**src/rtl/pwm_meas_pkg.sv**
```systemverilog
// pwm_meas_pkg: shared types and board defaults for the PWM/period meter.
//   state_t          measurement FSM states
//   CNT_W_DEF        default counter/output width
//   TIMEOUT_CYC_DEF  default stall timeout (1 s at the 12 MHz board clock)
//   FILT_LEN_DEF     default glitch-filter stability length
package pwm_meas_pkg;

  typedef enum logic [1:0] {
    IDLE,
    ARM,
    HIGH,
    LOW
  } state_t;

  localparam int unsigned CNT_W_DEF       = 24;
  localparam int unsigned TIMEOUT_CYC_DEF = 12_000_000;
  localparam int unsigned FILT_LEN_DEF    = 4;

endpackage

```
**src/rtl/pwm_meas_if.sv**
```systemverilog
// pwm_meas_if: signal bundle between the PWM meter and its surroundings.
//   sig_in     input signal under measurement (asynchronous)
//   meas_en    measurement enable, level
//   period     cycles between the last two rising edges
//   high_time  cycles from the last rising edge to the following falling edge
//   valid      one-cycle strobe when period/high_time update
//   stall      input stuck longer than the timeout
//   busy       meter is not idle
// Modports: master drives sig_in/meas_en, slave (the meter) drives the rest.
interface pwm_meas_if #(
  parameter int unsigned CNT_W = 24
);
  logic             sig_in;
  logic             meas_en;
  logic [CNT_W-1:0] period;
  logic [CNT_W-1:0] high_time;
  logic             valid;
  logic             stall;
  logic             busy;

  modport master (
    output sig_in, meas_en,
    input  period, high_time, valid, stall, busy
  );

  modport slave (
    input  sig_in, meas_en,
    output period, high_time, valid, stall, busy
  );
endinterface

```
**src/rtl/pwm_meas_sig_sync_edge.sv**
```systemverilog
// sig_sync_edge: two-flop synchronizer, optional stability filter and edge
// detector for the PWM meter input.
//   clk, rst  system clock, asynchronous active-high reset
//   sig_in    raw asynchronous input
//   level     synchronized (and filtered) level
//   rise      one-cycle pulse on a 0->1 change of level
//   fall      one-cycle pulse on a 1->0 change of level
// Build option PWM_MEAS_GLITCH_FILTER_EN: level only follows the synchronized
// input after it has held a new value for FILT_LEN consecutive cycles, adding
// FILT_LEN cycles of latency to both edges. Without it FILT_LEN is unused and
// edges appear 3 cycles after an input transition.
module sig_sync_edge #(
  parameter int unsigned FILT_LEN = 4
) (
  input  logic clk,
  input  logic rst,
  input  logic sig_in,
  output logic level,
  output logic rise,
  output logic fall
);

  if (FILT_LEN < 1) begin : g_filt_len_check
    $error("sig_sync_edge: FILT_LEN must be at least 1");
  end

  logic s1, s2;
  logic lvl_q;
  logic lvl_prev;

  always_ff @(posedge clk or posedge rst) begin
    if (rst) begin
      s1 <= 1'b0;
      s2 <= 1'b0;
    end else begin
      s1 <= sig_in;
      s2 <= s1;
    end
  end

`ifdef PWM_MEAS_GLITCH_FILTER_EN
  localparam int unsigned FW = (FILT_LEN > 1) ? $clog2(FILT_LEN) : 1;

  // stab counts consecutive cycles the synced input disagrees with lvl_q
  logic [FW-1:0] stab;

  always_ff @(posedge clk or posedge rst) begin
    if (rst) begin
      lvl_q <= 1'b0;
      stab  <= '0;
    end else if (s2 == lvl_q) begin
      stab <= '0;
    end else if (stab == FW'(FILT_LEN - 1)) begin
      lvl_q <= s2;
      stab  <= '0;
    end else begin
      stab <= stab + FW'(1);
    end
  end
`else
  always_comb lvl_q = s2;
`endif

  always_ff @(posedge clk or posedge rst) begin
    if (rst) lvl_prev <= 1'b0;
    else     lvl_prev <= lvl_q;
  end

  assign level = lvl_q;
  assign rise  = lvl_q & ~lvl_prev;
  assign fall  = ~lvl_q & lvl_prev;

endmodule

```
**src/rtl/pwm_meas.sv**
```systemverilog
// pwm_meas: measures period and high time of an external PWM/square signal
// in system-clock cycles and flags a stalled input.
//   clk, rst  system clock, asynchronous active-high reset
//   bus       pwm_meas_if.slave: sig_in, meas_en in; period, high_time,
//             valid, stall, busy out
// Parameters: CNT_W (counter/output width), TIMEOUT_CYC (stall timeout in
// cycles, < 2^CNT_W), FILT_LEN (glitch filter length).
// Build option PWM_MEAS_GLITCH_FILTER_EN enables the input glitch filter in
// sig_sync_edge.
module pwm_meas
  import pwm_meas_pkg::*;
#(
  parameter int unsigned CNT_W       = CNT_W_DEF,
  parameter int unsigned TIMEOUT_CYC = TIMEOUT_CYC_DEF,
  parameter int unsigned FILT_LEN    = FILT_LEN_DEF
) (
  input logic       clk,
  input logic       rst,
  pwm_meas_if.slave bus
);

  if (64'(TIMEOUT_CYC) >= (64'd1 << CNT_W)) begin : g_timeout_check
    $error("pwm_meas: TIMEOUT_CYC must be below 2^CNT_W");
  end

  localparam logic [CNT_W-1:0] TIMEOUT_V = CNT_W'(TIMEOUT_CYC);

  logic sig_level, rise, fall;

  sig_sync_edge #(
    .FILT_LEN (FILT_LEN)
  ) u_sync (
    .clk    (clk),
    .rst    (rst),
    .sig_in (bus.sig_in),
    .level  (sig_level),
    .rise   (rise),
    .fall   (fall)
  );

  state_t           state, state_d;
  logic [CNT_W-1:0] cnt, cnt_d, cnt_inc;
  logic [CNT_W-1:0] period_q, period_d;
  logic [CNT_W-1:0] high_q, high_d;
  logic [CNT_W-1:0] shadow_q, shadow_d;
  logic             stall_q, stall_d;
  logic             valid_q, valid_d;

  assign cnt_inc = (cnt == '1) ? cnt : cnt + CNT_W'(1);

  always_ff @(posedge clk or posedge rst) begin
    if (rst) begin
      state    <= IDLE;
      cnt      <= '0;
      period_q <= '0;
      high_q   <= '0;
      shadow_q <= '0;
      stall_q  <= 1'b0;
      valid_q  <= 1'b0;
    end else begin
      state    <= state_d;
      cnt      <= cnt_d;
      period_q <= period_d;
      high_q   <= high_d;
      shadow_q <= shadow_d;
      stall_q  <= stall_d;
      valid_q  <= valid_d;
    end
  end

  // Edge events take priority over the timeout check in HIGH/LOW.
  always_comb begin
    state_d  = state;
    cnt_d    = cnt;
    period_d = period_q;
    high_d   = high_q;
    shadow_d = shadow_q;
    stall_d  = stall_q;
    valid_d  = 1'b0;

    if (state != IDLE && !bus.meas_en) begin
      state_d = IDLE;
      cnt_d   = '0;
    end else begin
      case (state)
        IDLE: begin
          cnt_d = '0;
          if (bus.meas_en) state_d = ARM;
        end
        ARM: begin
          if (rise) begin
            state_d = HIGH;
            cnt_d   = CNT_W'(1);
          end
        end
        HIGH: begin
          if (rise) begin
            // unexpected second rise: restart the high phase, nothing reported
            cnt_d = CNT_W'(1);
          end else if (fall) begin
            shadow_d = cnt;
            state_d  = LOW;
            cnt_d    = cnt_inc;
          end else if (cnt == TIMEOUT_V) begin
            stall_d = 1'b1;
            state_d = ARM;
          end else begin
            cnt_d = cnt_inc;
          end
        end
        LOW: begin
          if (rise) begin
            period_d = cnt;
            high_d   = shadow_q;
            valid_d  = 1'b1;
            stall_d  = 1'b0;
            cnt_d    = CNT_W'(1);
            state_d  = HIGH;
          end else if (cnt == TIMEOUT_V) begin
            stall_d = 1'b1;
            state_d = ARM;
          end else begin
            cnt_d = cnt_inc;
          end
        end
        default: state_d = IDLE;
      endcase
    end
  end

  assign bus.period    = period_q;
  assign bus.high_time = high_q;
  assign bus.valid     = valid_q;
  assign bus.stall     = stall_q;
  assign bus.busy      = (state != IDLE);

  a_edges_exclusive: assert property (@(posedge clk) disable iff (rst) !(rise && fall));
  a_rise_level:      assert property (@(posedge clk) disable iff (rst) rise |-> sig_level);
  a_fall_level:      assert property (@(posedge clk) disable iff (rst) fall |-> !sig_level);

endmodule

```
**src/flat_wrapper.sv**
```systemverilog
// flat-port wrapper written by rule: the top's interface ports become plain ports
module pwm_meas_flat import pwm_meas_pkg::*;
#(
  parameter int unsigned CNT_W       = CNT_W_DEF,
  parameter int unsigned TIMEOUT_CYC = TIMEOUT_CYC_DEF,
  parameter int unsigned FILT_LEN    = FILT_LEN_DEF
)
  (clk, rst, bus_sig_in, bus_meas_en, bus_period, bus_high_time, bus_valid, bus_stall, bus_busy);
  pwm_meas_if #(.CNT_W(CNT_W)) bus_i ();
  input logic clk;
  input logic rst;
  input wire logic [$bits(bus_i.sig_in)-1:0] bus_sig_in;
  input wire logic [$bits(bus_i.meas_en)-1:0] bus_meas_en;
  output wire logic [$bits(bus_i.period)-1:0] bus_period;
  output wire logic [$bits(bus_i.high_time)-1:0] bus_high_time;
  output wire logic [$bits(bus_i.valid)-1:0] bus_valid;
  output wire logic [$bits(bus_i.stall)-1:0] bus_stall;
  output wire logic [$bits(bus_i.busy)-1:0] bus_busy;
  assign bus_i.sig_in = bus_sig_in;
  assign bus_i.meas_en = bus_meas_en;
  assign bus_period = bus_i.period;
  assign bus_high_time = bus_i.high_time;
  assign bus_valid = bus_i.valid;
  assign bus_stall = bus_i.stall;
  assign bus_busy = bus_i.busy;
  pwm_meas #(.CNT_W(CNT_W), .TIMEOUT_CYC(TIMEOUT_CYC), .FILT_LEN(FILT_LEN)) u_core (.clk(clk), .rst(rst), .bus(bus_i));
endmodule
```
**config.mk**
```make
export PLATFORM = sky130hd
export DESIGN_NAME = pwm_meas_flat
export DESIGN_NICKNAME = d
export VERILOG_FILES = /design/src/rtl/pwm_meas_pkg.sv /design/src/rtl/pwm_meas_if.sv /design/src/rtl/pwm_meas_sig_sync_edge.sv /design/src/rtl/pwm_meas.sv /design/src/flat_wrapper.sv
export SDC_FILE = /design/constraint.sdc
export NUM_CORES = 1
export LEC_CHECK = 0
export ABC_AREA = 1
export BUFFER_PORTS_ARGS = -buffer_cell sky130_fd_sc_hd__buf_2
export CORE_ASPECT_RATIO = 2
export CORE_MARGIN = 1
export CORE_UTILIZATION = 40
export DETAILED_ROUTE_END_ITERATION = 10
export PLACE_DENSITY = 0.71
export SLEW_MARGIN = 20
export SYNTH_ARGS = -nofsm -noshare
export SYNTH_HDL_FRONTEND = slang
export SYNTH_SLANG_ARGS = --single-unit
```
**constraint.sdc**
```tcl
create_clock -name clk -period 3.02 [get_ports clk]
set_input_delay 0.151 -clock clk [delete_from_list [all_inputs] [get_ports clk]]
set_output_delay 0.151 -clock clk [all_outputs]
set_load 0.1 [all_outputs]
```
Word level (Yosys, flattened, before mapping)
Cells that the tools add are included.
Cells by class
  add/subtract/negate cells: 1
  eq/ne operators: 10
  multiplexer cells: 24
  bitwise logic cells: 6
  reduce and logical (&&, ||, !) cells: 9
Operators with widths (number)
  24-bit two-way mux: 7
  24-bit one-hot mux with 4 select lines: 1
  24-bit == test, second input constant: 2
  24-bit by 1-bit adder with 24-bit output, second input constant: 1
  2-bit two-way mux: 7
  2-bit one-hot mux with 4 select lines: 1
  4-bit AND reduction: 2
  1-bit two-way mux: 7
  3-bit AND reduction: 2
  2-bit == test, second input constant: 2
  2-bit inequality test, second input constant: 2
  1-bit inverter: 4
  2-bit nonzero test: 2
  3-bit by 1-bit inequality test with 1-bit output, second input constant: 1
  3-bit by 2-bit inequality test with 1-bit output, second input constant: 1
  3-bit inequality test, second input constant: 1
  1-bit AND: 2
  2-bit by 1-bit == test with 1-bit output, second input constant: 1
  2-bit zero test: 1
  1-bit one-hot mux with 2 select lines: 1
  1-bit logical AND: 1
  1-bit zero test: 1
Storage, ports and cells
  register bits: 103
  output and inout port bits: 51
  word-level logic and storage cells: 60

Depth between registers and ports, before layout
  word-level depth: 7
  depth in mapped cells: 13
  mapped depth without buffers: 13

Hierarchy
Synthesis repeated with hierarchy kept, for this count alone.
Second synthesis, totals
  cell total of the unflattened synthesis: 606
  area, all modules: 4875.9 um^2
Modules (own cells, without submodules)
  pwm_meas: times used 1, cells an instance 598, area each 4782.1 um^2, seq. area each 2502.4 um^2
  sig_sync_edge: times used 1, cells an instance 8, area each 93.8 um^2, seq. area each 75.1 um^2

Worst setup path after synthesis
No wires, ideal clock.
  path type: register to register
  start: register u_core.state[0]
  end: register u_core.cnt[23]
  setup time: 0.071 ns
  arrival: 1.751 ns
  required time: 2.949 ns
  setup slack: 1.197 ns
  cell stages (with the launch flop): 9
  clock period less this slack: 1.823 ns
  path through: dfrtp_1 -> nor2_1 -> inv_1 -> nand3_1 -> inv_1 -> nand2_1 -> nor2_1 -> nor2_1 -> nor2_1
Between the ends
  longest elaborated chain between the ends: 3
  elaborated cells between the ends (all ways): 9
Ends and longest elaborated chain
  from (decl): line pwm_meas.sv:41  | state_t state, state_d;
  from (signal assigned): line pwm_meas.sv:61  | state <= state_d;
  2-bit nonzero test (*)
  via bus_busy: line flat_wrapper.sv:18  | output wire logic [$bits(bus_i.busy)-1:0] bus_busy;
  1-bit logical AND (*): line pwm_meas.sv:81  | if (state != IDLE && !bus.meas_en) begin
  3-bit by 1-bit inequality test with 1-bit output (no line) or 24-bit two-way mux (tied branches)
  to (signal assigned): line pwm_meas.sv:62  | cnt <= cnt_d;
  to (decl): line pwm_meas.sv:42  | logic [CNT_W-1:0] cnt, cnt_d, cnt_inc;
Mark *: on every way through the listed nets, which the timed path passes. The rest lies on a longest branch.
A chain may end at the register's enable or synchronous reset.

Worst setup path in the final report
  start: register u_core.cnt[0]
  end: register u_core.cnt[6]
Between the ends
  longest elaborated chain between the ends: 7
  elaborated cells between the ends (all ways): 10
Ends and longest elaborated chain
  24-bit by 1-bit adder with 24-bit output or 24-bit == test (tied branches): line pwm_meas.sv:49  | assign cnt_inc = (cnt == '1) ? cnt : cnt + CNT_W'(1);
  24-bit two-way mux: line pwm_meas.sv:49
  24-bit two-way mux: line pwm_meas.sv:104, pwm_meas.sv:119
  24-bit two-way mux: line pwm_meas.sv:100  | end else if (fall) begin
  24-bit two-way mux: line pwm_meas.sv:97  | if (rise) begin
  24-bit one-hot mux with 4 select lines (*): line pwm_meas.sv:85  | case (state)
  24-bit two-way mux (*): line pwm_meas.sv:81
Every way passes the cells marked *; elsewhere a longest branch is shown, timed or not.

==> metrics.txt <==
worst-path maximum fanout=11; Via density=5.414; hold path depth=3; Crit. End Element=register; setup TNS=0 ps; hold slack=146.7 ps; vias=4104; Post-synth EDFFs=0; Worst Max-Slew Pin Slew=817.9 ps; Worst EP arrival=2650 ps; Yosys cell types=35; final period utilization=79.48%; Max-slew headroom=45.27%; Synthesis Warnings=0; #FFs+latches synth=approximately 100; Core Rows=57; Routed wire per std cell=17.02 um; RSZ-0062 raised after global routing=no; setup violators final=0; post-synth net total=559; R2R depth=9; vias in the first global route=4155; port bufs=54; CTS tree=built; min-delay src=bus_meas_en; CTS Buf Count=9; Fillers=between 1k and 1.5k; clock buffer depth=2; initial antenna violation count=0; top_reg_cell synth=dfrtp_1; Clock Latency Late Sink=350 ps; VDD IR max=0.0008423 V; initial core utilization=40.87%; most frequent cells in the layout=103 x dfrtp_1, 100 x nand2_1, 69 x nor2_1; FFs w/ async S/R, synth=100.0%; CP max stage delay=around 480 ps; number of gates resized after cts=0; drt total wl=12.90 mm; Final Max Slew Viols=0; number of H-tree levels=3; Hold Crit Class=input port to register; GRT overflow=0; share of cells above drive strength 1=18.99%; outcome=complete, no violations; DRC errors left=0; crit path cell chain=ha_1, nand2_1, nor2_2, nand2_4, nor2_2, nand2_1, a21oi_1, o21ai_1, o22ai_1; Reg2Reg Launch Point=u_core.cnt[0]$_DFFE_PP0P_; CTS root buf=clkbuf_16; Global Route Usage Sum=21.84%; 1st-iter DRT viols=384; post-synthesis cell area=4926 um^2; Mean Syn Cell Area=8.908 um^2; crit start category=register; Post-CTS Setup Inserts=0; Leak Pwr=0.002664 uW; CP top delay family=simple AND/OR/NAND/NOR gates; gpl congestion=0.9603; P&R area growth vs syn=14.63%; fin nets=612; pre-CTS WS=740.2 ps; Final WS setup=619.8 ps; skew final=about 7.0 ps; ANT cells=0; Max-Cap Viols=0; Post-DRT Antenna Nets=0; RR Endpoint=u_core.cnt[6]$_DFFE_PP0P_; largest net degree at the start of global routing=72; setup slack, reg-to-reg=620 ps; drt pass-1 iters=5; Die W=80.47 um; core area=12050 um^2; die footprint=around 13000 um^2; minimum clock period=2400 ps; IO Pins=55; commonest non-fill, non-tap cell in the layout=dfrtp_1; slowest CP cell=dfrtp_1; Buffers & Inverters on Critical Path=0; Chip Height=158.9 um; Reg clk slew, reported paths=70 ps; Mapped Cells=553; first-pass GRT wire length=approximately 21 mm; Power per Cell Area=861.3 nW/um^2; CP Class=register to register; hold_buf cts=2; DP HPWL=about 9.5 mm; Critical Path RT=3270 ps; f_max=0.4166 GHz; Min-Delay Endpoint=u_core.state[0]$_DFFE_PP0P_; Final Hold Fails=0; sequential area share after synthesis=52.32%; Sinks on Clock Net=103
per-stage QoR:
stage / util, % / power, uW / instances / cell area, um^2
global placement: 44.22 / 3684 / 740 / 5330
global route: 46.85 / 5056 / 758 / 5647
detailed placement: 44.22 / 3714 / 740 / 5330
floorplan: - / 3364 / 553 / 4926
CTS: 46.85 / 4886 / 758 / 5647
finish: 46.85 / 4863 / 758 / 5647
cells in the mapped netlist (all sizes together) (3+ instances only):
cell type,number,share of area (%)
nand2,107,8.7
dfrtp,103,52
nor2,79,7.5
inv,56,4.3
o21ai,45,4.6
nand3,33,3.5
a21oi,32,3.3
mux2,24,5.5
buf,16,2.0
nand4,12,1.5
o2111ai,9,1.6
nor3,8,1.0
xor2,7,1.2
o211ai,6,0.91
clkbuf,3,0.23
o22ai,3,0.38
routing by layer:
layer,global-route usage [%],vias to the layer above,part of all wire [%]
li1,-,1947,-
met1,24.49,1960,38
met2,37.56,159,54
met3,4.527,38,4.2
met4,11.77,0,3.9
met5,0,-,0
how the worst max path moves through the flow:
stage | cells past startpoint | startpoint | to | slack [ps]
6_report | 9 | u_core.cnt[0]$_DFFE_PP0P_ | u_core.cnt[6]$_DFFE_PP0P_ | 620
5_1_grt | 13 | u_core.cnt[0]$_DFFE_PP0P_ | u_core.cnt[1]$_DFFE_PP0P_ | 420
4_1_cts | 13 | u_core.cnt[0]$_DFFE_PP0P_ | u_core.cnt[1]$_DFFE_PP0P_ | 720
3_5_place_dp | 13 | u_core.cnt[0]$_DFFE_PP0P_ | u_core.cnt[1]$_DFFE_PP0P_ | 740
3_3_place_gp | 13 | u_core.cnt[1]$_DFFE_PP0P_ | u_core.cnt[1]$_DFFE_PP0P_ | 740
2_1_floorplan | 1 | rst | u_core.bus.high_time[0]$_DFFE_PP0P_ | 170
worst reg2reg max path: stages, from the launching register on:
cell     delay (ps)
dfrtp_1         480
ha_1            270
nand2_1          80
nor2_2          200
nand2_4         120
nor2_2          290
nand2_1         320
a21oi_1         260
o21ai_1         110
o22ai_1         180
sequential cells by signal (all words and copies together) (netlist names):
signal / flops
u_core.u_sync.lvl_prev: 1
u_core.shadow_q: 24
u_core.bus.high_time: 24
u_core.u_sync.level: 1
u_core.bus.valid: 1
u_core.bus.stall: 1
u_core.cnt: 24
u_core.state: 2
u_core.bus.period: 24
u_core.u_sync.s1: 1
cell type report:
cell class	instances	area, um^2	share of cell area, %
flip-flops and latches	103	2577	45.65
inverters	57	216.5	3.833
repair buffers	61	340.3	6.027
clock buffers	10	229.0	4.055
well taps	147	183.9	3.257
multi-input cells	374	2032	35.98
clock inverters	6	67.56	1.197
cells by family after synthesis:
family,after synthesis,share of synthesized area (%)
flip-flops,103,52.32
buffers and inverters,76,6.528
XOR/XNOR,8,1.422
AND/OR/NAND/NOR,242,22.61
adder cells (fa/ha/maj),2,0.5079
multiplexers,24,5.486
AO/OA/AOI/OAI,98,11.13
where the power goes:
group          leakage, uW  total [uW]  switching (uW)  internal (uW)
sequential         0.00137        1690             115           1570
combinational      0.00115        2000            1730            272
clock             0.000145        1180             526            649
Power figures use the tool's default switching activity.
